===== config.mk =====
export PLATFORM = sky130hd
export DESIGN_NAME = pipelined_control
export DESIGN_NICKNAME = d
export VERILOG_FILES = /design/src/rtl/pipelined_control.sv
export SDC_FILE = /design/constraint.sdc
export NUM_CORES = 1
export LEC_CHECK = 0
export ABC_AREA = 1
export CAP_MARGIN = 20
export CORE_MARGIN = 1.5
export CORE_UTILIZATION = 47
export CTS_BUF_LIST = sky130_fd_sc_hd__clkbuf_16
export CTS_CLUSTER_SIZE = 12
export DETAILED_ROUTE_END_ITERATION = 8
export PLACE_DENSITY = 0.86
export REMOVE_ABC_BUFFERS = 1
export SLEW_MARGIN = 10
export SYNTH_ARGS = -nofsm -noshare
export SYNTH_HDL_FRONTEND = slang
export SYNTH_SLANG_ARGS = --single-unit

===== constraint.sdc =====
create_clock -name clk -period 2.9 [get_ports clk]
set_clock_uncertainty 0.1 [all_clocks]
set_input_delay 0.29 -clock clk [delete_from_list [all_inputs] [get_ports clk]]
set_output_delay 0.29 -clock clk [all_outputs]
set_load 0.02 [all_outputs]

===== src/rtl/pipelined_control.sv =====
// pipelined_control: ID-stage decoder with a registered ID/EX boundary.
// Decodes the ID instruction into a fixed-layout control word and destination,
// generates load-use stalls, holds EX for a multi-cycle multiply and handles
// flush / illegal-opcode cases.
//
// Ports
//   clk          rising-edge clock
//   rst          synchronous, active-high reset
//   Instruction  ID-stage instruction (held upstream while Stall=1)
//   InstrValid   Instruction is real (0 = bubble)
//   Flush        kill the ID instruction and any in-flight multiply
//   Stall        combinational; ID instruction not consumed this cycle
//   ExCtrl       registered control word {ALUOp[2:0], RegDst, ALUSrc, MemToReg,
//                MemWrite, MemRead, RegWrite}
//   ExDest       registered destination register
//   ExValid      EX holds a real instruction
//   MulBusy      registered; multiply countdown nonzero
//   IllegalOp    registered one-cycle pulse on a consumed illegal instruction
module pipelined_control #(
  parameter int unsigned MUL_LATENCY = 4,
  parameter int unsigned REG_AW      = 5
) (
  input  logic              clk,
  input  logic              rst,
  input  logic [31:0]       Instruction,
  input  logic              InstrValid,
  input  logic              Flush,
  output logic              Stall,
  output logic [8:0]        ExCtrl,
  output logic [REG_AW-1:0] ExDest,
  output logic              ExValid,
  output logic              MulBusy,
  output logic              IllegalOp
);

  localparam int unsigned CntW = 4;

  localparam logic [5:0] OpRType = 6'b000111;
  localparam logic [5:0] OpLoad  = 6'b001000;
  localparam logic [5:0] OpStore = 6'b001001;

  localparam logic [5:0] FnAdd = 6'b100000;
  localparam logic [5:0] FnSub = 6'b100010;
  localparam logic [5:0] FnAnd = 6'b100100;
  localparam logic [5:0] FnOr  = 6'b100101;
  localparam logic [5:0] FnMul = 6'b110010;
  localparam logic [5:0] FnNop = 6'b111111;

  localparam logic [2:0] AluAdd = 3'b000;
  localparam logic [2:0] AluSub = 3'b001;
  localparam logic [2:0] AluAnd = 3'b010;
  localparam logic [2:0] AluOr  = 3'b011;
  localparam logic [2:0] AluMul = 3'b100;
  localparam logic [2:0] AluNop = 3'b111;

  // Instruction fields
  logic [5:0]        op;
  logic [5:0]        funct;
  logic [REG_AW-1:0] rs;
  logic [REG_AW-1:0] rt;
  logic [REG_AW-1:0] rd;
  logic              unused_shamt;

  assign op           = Instruction[31:26];
  assign funct        = Instruction[5:0];
  assign rs           = REG_AW'(Instruction[25:21]);
  assign rt           = REG_AW'(Instruction[20:16]);
  assign rd           = REG_AW'(Instruction[15:11]);
  assign unused_shamt = ^Instruction[10:6];

  // Decode results
  logic              dec_legal;
  logic [8:0]        dec_ctrl;
  logic [REG_AW-1:0] dec_dest;
  logic              dec_reads_rs;
  logic              dec_reads_rt;
  logic              dec_mul;

  always_comb begin
    dec_legal    = 1'b0;
    dec_ctrl     = '0;
    dec_dest     = '0;
    dec_reads_rs = 1'b0;
    dec_reads_rt = 1'b0;
    dec_mul      = 1'b0;
    case (op)
      OpRType: begin
        case (funct)
          FnAdd, FnSub, FnAnd, FnOr, FnMul: begin
            dec_legal    = 1'b1;
            dec_ctrl[0]  = 1'b1;
            dec_ctrl[5]  = 1'b1;
            dec_dest     = rd;
            dec_reads_rs = 1'b1;
            dec_reads_rt = 1'b1;
            case (funct)
              FnSub:   dec_ctrl[8:6] = AluSub;
              FnAnd:   dec_ctrl[8:6] = AluAnd;
              FnOr:    dec_ctrl[8:6] = AluOr;
              FnMul:   dec_ctrl[8:6] = AluMul;
              default: dec_ctrl[8:6] = AluAdd;
            endcase
            dec_mul = (funct == FnMul);
          end
          FnNop: begin
            dec_legal     = 1'b1;
            dec_ctrl[8:6] = AluNop;
          end
          default: ;
        endcase
      end
      OpLoad: begin
        dec_legal     = 1'b1;
        dec_ctrl[0]   = 1'b1;
        dec_ctrl[1]   = 1'b1;
        dec_ctrl[3]   = 1'b1;
        dec_ctrl[4]   = 1'b1;
        dec_ctrl[8:6] = AluAdd;
        dec_dest      = rt;
        dec_reads_rs  = 1'b1;
      end
      OpStore: begin
        dec_legal     = 1'b1;
        dec_ctrl[2]   = 1'b1;
        dec_ctrl[4]   = 1'b1;
        dec_ctrl[8:6] = AluAdd;
        dec_reads_rs  = 1'b1;
        dec_reads_rt  = 1'b1;
      end
      default: ;
    endcase
  end

  // ID/EX state
  logic [8:0]        ex_ctrl_q, ex_ctrl_d;
  logic [REG_AW-1:0] ex_dest_q, ex_dest_d;
  logic              ex_valid_q, ex_valid_d;
  logic              mul_busy_q, mul_busy_d;
  logic              illegal_q, illegal_d;
  logic [CntW-1:0]   cnt_q, cnt_d;
  logic              load_use;

  // A destination of register 0 never creates a dependency.
  always_comb begin
    load_use = ex_valid_q && ex_ctrl_q[1] && (ex_dest_q != '0) && InstrValid &&
               ((dec_reads_rs && (rs == ex_dest_q)) || (dec_reads_rt && (rt == ex_dest_q)));
  end

  assign Stall = mul_busy_q | load_use;

  always_comb begin
    ex_ctrl_d  = ex_ctrl_q;
    ex_dest_d  = ex_dest_q;
    ex_valid_d = ex_valid_q;
    mul_busy_d = mul_busy_q;
    cnt_d      = cnt_q;
    illegal_d  = 1'b0;
    if (Flush) begin
      ex_ctrl_d  = '0;
      ex_dest_d  = '0;
      ex_valid_d = 1'b0;
      mul_busy_d = 1'b0;
      cnt_d      = '0;
    end else if (cnt_q != '0) begin
      // Multiply still occupying EX: hold EX, count down.
      cnt_d      = cnt_q - 1'b1;
      mul_busy_d = (cnt_q != CntW'(1));
    end else if (load_use) begin
      ex_ctrl_d  = '0;
      ex_dest_d  = '0;
      ex_valid_d = 1'b0;
    end else if (InstrValid && dec_legal) begin
      ex_ctrl_d  = dec_ctrl;
      ex_dest_d  = dec_dest;
      ex_valid_d = 1'b1;
      if (dec_mul) begin
        cnt_d      = CntW'(MUL_LATENCY - 1);
        mul_busy_d = (MUL_LATENCY > 1);
      end
    end else begin
      ex_ctrl_d  = '0;
      ex_dest_d  = '0;
      ex_valid_d = 1'b0;
      illegal_d  = InstrValid;
    end
  end

  always_ff @(posedge clk) begin
    if (rst) begin
      ex_ctrl_q  <= '0;
      ex_dest_q  <= '0;
      ex_valid_q <= 1'b0;
      mul_busy_q <= 1'b0;
      illegal_q  <= 1'b0;
      cnt_q      <= '0;
    end else begin
      ex_ctrl_q  <= ex_ctrl_d;
      ex_dest_q  <= ex_dest_d;
      ex_valid_q <= ex_valid_d;
      mul_busy_q <= mul_busy_d;
      illegal_q  <= illegal_d;
      cnt_q      <= cnt_d;
    end
  end

  assign ExCtrl    = ex_ctrl_q;
  assign ExDest    = ex_dest_q;
  assign ExValid   = ex_valid_q;
  assign MulBusy   = mul_busy_q;
  assign IllegalOp = illegal_q;

endmodule


==> metrics <==
status complete, no violations; crit end category output port; synth cell count leaders sky130_fd_sc_hd__nand2_1 (67), sky130_fd_sc_hd__inv_1 (41), sky130_fd_sc_hd__dfxtp_1 (20); post-CTS setup-driven buffer insertion count 0; hold path cells 2; synth top area cells sky130_fd_sc_hd__dfxtp_1 (29%), sky130_fd_sc_hd__nand2_1 (18%), sky130_fd_sc_hd__inv_1 (11%), sky130_fd_sc_hd__nand3_1 (5.9%), sky130_fd_sc_hd__nor2_1 (5.2%); insertion delay to the later sink of the worst-skew pair 0.25 ns; gate count of the mapped netlist ~220; standard-cell rows 19; Boundary Pins 54; first-pass GRT wire length 5651 um; Adder-Cell Fraction of Synth Area roughly 1.8%; most frequent cell after synthesis sky130_fd_sc_hd__nand2_1; slew at the pin closest to its max-slew limit a little under 0.4 ns; minimum period implied by the final worst setup slack 2.658 ns; via count of the first global-routing pass between 1k and 1.5k; startpoint type of the worst setup path input port; die extent in y approximately 57 um; number of antenna violations at the first check in global routing 0; Slew HR 73.83%; minimum hold slack between 0.3 and 0.4 ns; simple-gate share of the synthesized area a little under half; count of inserted antenna diode cells 0; HPWL after detailed placement 2632 um; share of final-layout standard cells stronger than drive strength 1 7.353%; cts bufs inserted 3; Critical Path, Cell by Cell clkdlybuf4s50_1, nor2_2, nand3_1, nor2_2, nand2_1, nand2_1, nand3_2, nand2_1, clkdlybuf4s50_1; maximum number of pins on one net before global-route repair 12; fraction of the yosys area taken by sequential cells between 20% and 30%; share of the cycle needed by the critical path after routing about 92%; number of register bits inferred by synthesis 20; mapped cell area 0.001360 mm^2; average cell area after synthesis around 6.2 um^2; die outline width approximately 57 um; Critical Path Slowest Stage Cell sky130_fd_sc_hd__clkdlybuf4s50_1; clock root buffer master sky130_fd_sc_hd__clkbuf_16; PortBufs between 40 and 50; worst hold path class reg -> reg; number of endpoints with negative hold slack in the final report 0; max_cap viols 0; Top FF cell, synth sky130_fd_sc_hd__dfxtp_1; RSZ-0062 raised after global routing no; cell type group with the largest total delay on the critical path buffers and inverters; wire length per cell after detailed routing 11.08 um; maximum level of the CTS H-tree 1; DR DRC count 0; Post-Synth XOR/XNOR Area between 2 and 3%; die footprint 0.003226 mm^2; Yosys warning count 0; number of synthesized flops with an enable pin 0; routed wire length approximately 3400 um; total number of nets in the final design 311; Worst path most repeated cell sky130_fd_sc_hd__nand2_1; path type of the worst setup path in -> out; Leakage Power 0.9411 nW; clock-pin slew on the worst setup and hold paths around 0.060 ns; Crit path depth 9; Antenna Nets Post-Route 0; Setup-failing EPs final 0; post-DR vias/cell 4.917; timing-limited maximum frequency 376.2 MHz; Synth Area in Compound Gates ~8.6%; proportion of netlist area held by the largest area contributor 29.44%; CTS sink cnt 20; detailed-routing iteration count for the pre-antenna-repair pass 4; initial drt markers 51; share of synthesized flip-flops with an asynchronous set or reset 0%; cell taking the most area after synthesis sky130_fd_sc_hd__dfxtp_1; critical path data required time 2.51 ns; CTS tree yes; total overflow reported by the global router 0; number of hold buffers added after CTS 0; highest fanout seen on the critical path 4; final-report max-slew violation count 0; aggregate negative setup slack 0 ns; IR drop worst, VDD 0.6663 mV; data arrival time of the critical path 2.27 ns; vias after detailed routing 1490; mux cell area share after synthesis 0%; clk buf depth 2; post-CTS sizing 0; biggest cell delay along the critical path roughly 0.60 ns; buffers and inverters on the worst path 2; largest family of logic cells by synthesized area simple AND/OR/NAND/NOR gates; area inside the core boundary 0.002758 mm^2; synth-to-layout area growth 43.42%; gr usage total 21.59%; power density over cell area about 470 mW/mm^2; starting density of the core 49.32%; final estimated routing congestion in global placement 0.9019; cells on worst reg2reg path 7; Yosys cell types 25
where the power goes:
group / switching (mW) / internal, mW / leakage (nW)
clock network: 0.101 / 0.184 / 0.0385
logic: 0.186 / 0.132 / 0.741
registers: 0.0164 / 0.300 / 0.161
total: 0.303 / 0.616 / 0.941
cell families (layout without fill, tap and decap cells):
| family | after synthesis | after routing |
|---|---|---|
| and+or+nand+nor | 130 | 130 |
| buffers and inverters | 43 | 94 |
| AOI/OAI and AO/OA | 22 | 22 |
| DFF | 20 | 20 |
| xor gates and xnor gates | 4 | 4 |
| adders and majority gates | 2 | 2 |
final timing paths:
check	from	slack, ns	end
min reg2reg	ExCtrl[7]$_SDFFE_PP0P_	0.35	ExCtrl[7]$_SDFFE_PP0P_
max	Instruction[31]	0.24	Stall
max reg2reg	cnt_q[0]$_SDFFE_PP0P_	1.00	cnt_q[3]$_SDFFE_PP0P_
min	ExCtrl[7]$_SDFFE_PP0P_	0.35	ExCtrl[7]$_SDFFE_PP0P_
sequential cells by signal (all words and copies together), names as in the netlist:
register   count
IllegalOp      1
MulBusy        1
cnt_q          4
ExDest         5
ExCtrl         8
ExValid        1
area by class of cell:
cell class	instances	area, um^2
inverters	42	157.7
flip-flops and latches	20	400.4
multi-input cells	158	794.5
well taps	31	38.79
clock inverters	1	3.754
fillers	258	807.0
repair buffers	48	480.5
clock buffers	3	75.07
through the flow:
step	worst slack (ns)	instances	cell area [um^2]	util (%)	power, mW
5_1_grt	0.1255	303	1951	70.74	0.9816
3_3_place_gp	0.2662	299	1872	67.88	0.6328
6_report	0.2420	303	1951	70.74	0.9188
2_1_floorplan	1.286	220	1353	-	0.5304
4_1_cts	0.2318	303	1951	70.74	0.9235
3_5_place_dp	0.2438	299	1872	67.88	0.6395
layout by cell type, fill, tap and decap left out, drive strengths merged:
cell type	synthesis	routed
dfxtp	20	20
nor4b	1	1
clkinv	0	1
a31oi	2	2
nand3	19	19
clkdlybuf4s50	0	48
clkbuf	0	3
nor2	26	26
nand3b	1	1
a21oi	6	6
nand4	8	8
nor3	3	3
xnor2	1	1
ha	2	2
nand2	72	72
o21ai	14	14
xor2	3	3
inv	42	42
worst reg2reg max path, cell delays in order (launching register included):
cell and delay (ns):
sky130_fd_sc_hd__dfxtp_1 0.38, sky130_fd_sc_hd__inv_1 0.09, sky130_fd_sc_hd__ha_1 0.22, sky130_fd_sc_hd__nand2_1 0.13, sky130_fd_sc_hd__inv_1 0.12, sky130_fd_sc_hd__nor2_2 0.34, sky130_fd_sc_hd__inv_1 0.23, sky130_fd_sc_hd__nor3_1 0.21
routing by layer:
metal  vias to the layer above  track usage, %  part of all wire, %  wire, um
li1                        794               -                    -         -
met1                       652           25.82                   44      1479
met2                        42           39.87                   47      1591
met3                         2           5.300                  8.3       277
met4                         0           2.658                 0.24         8
met5                         -               0                    0         0
Note: power is estimated with default switching activity, not from simulation.
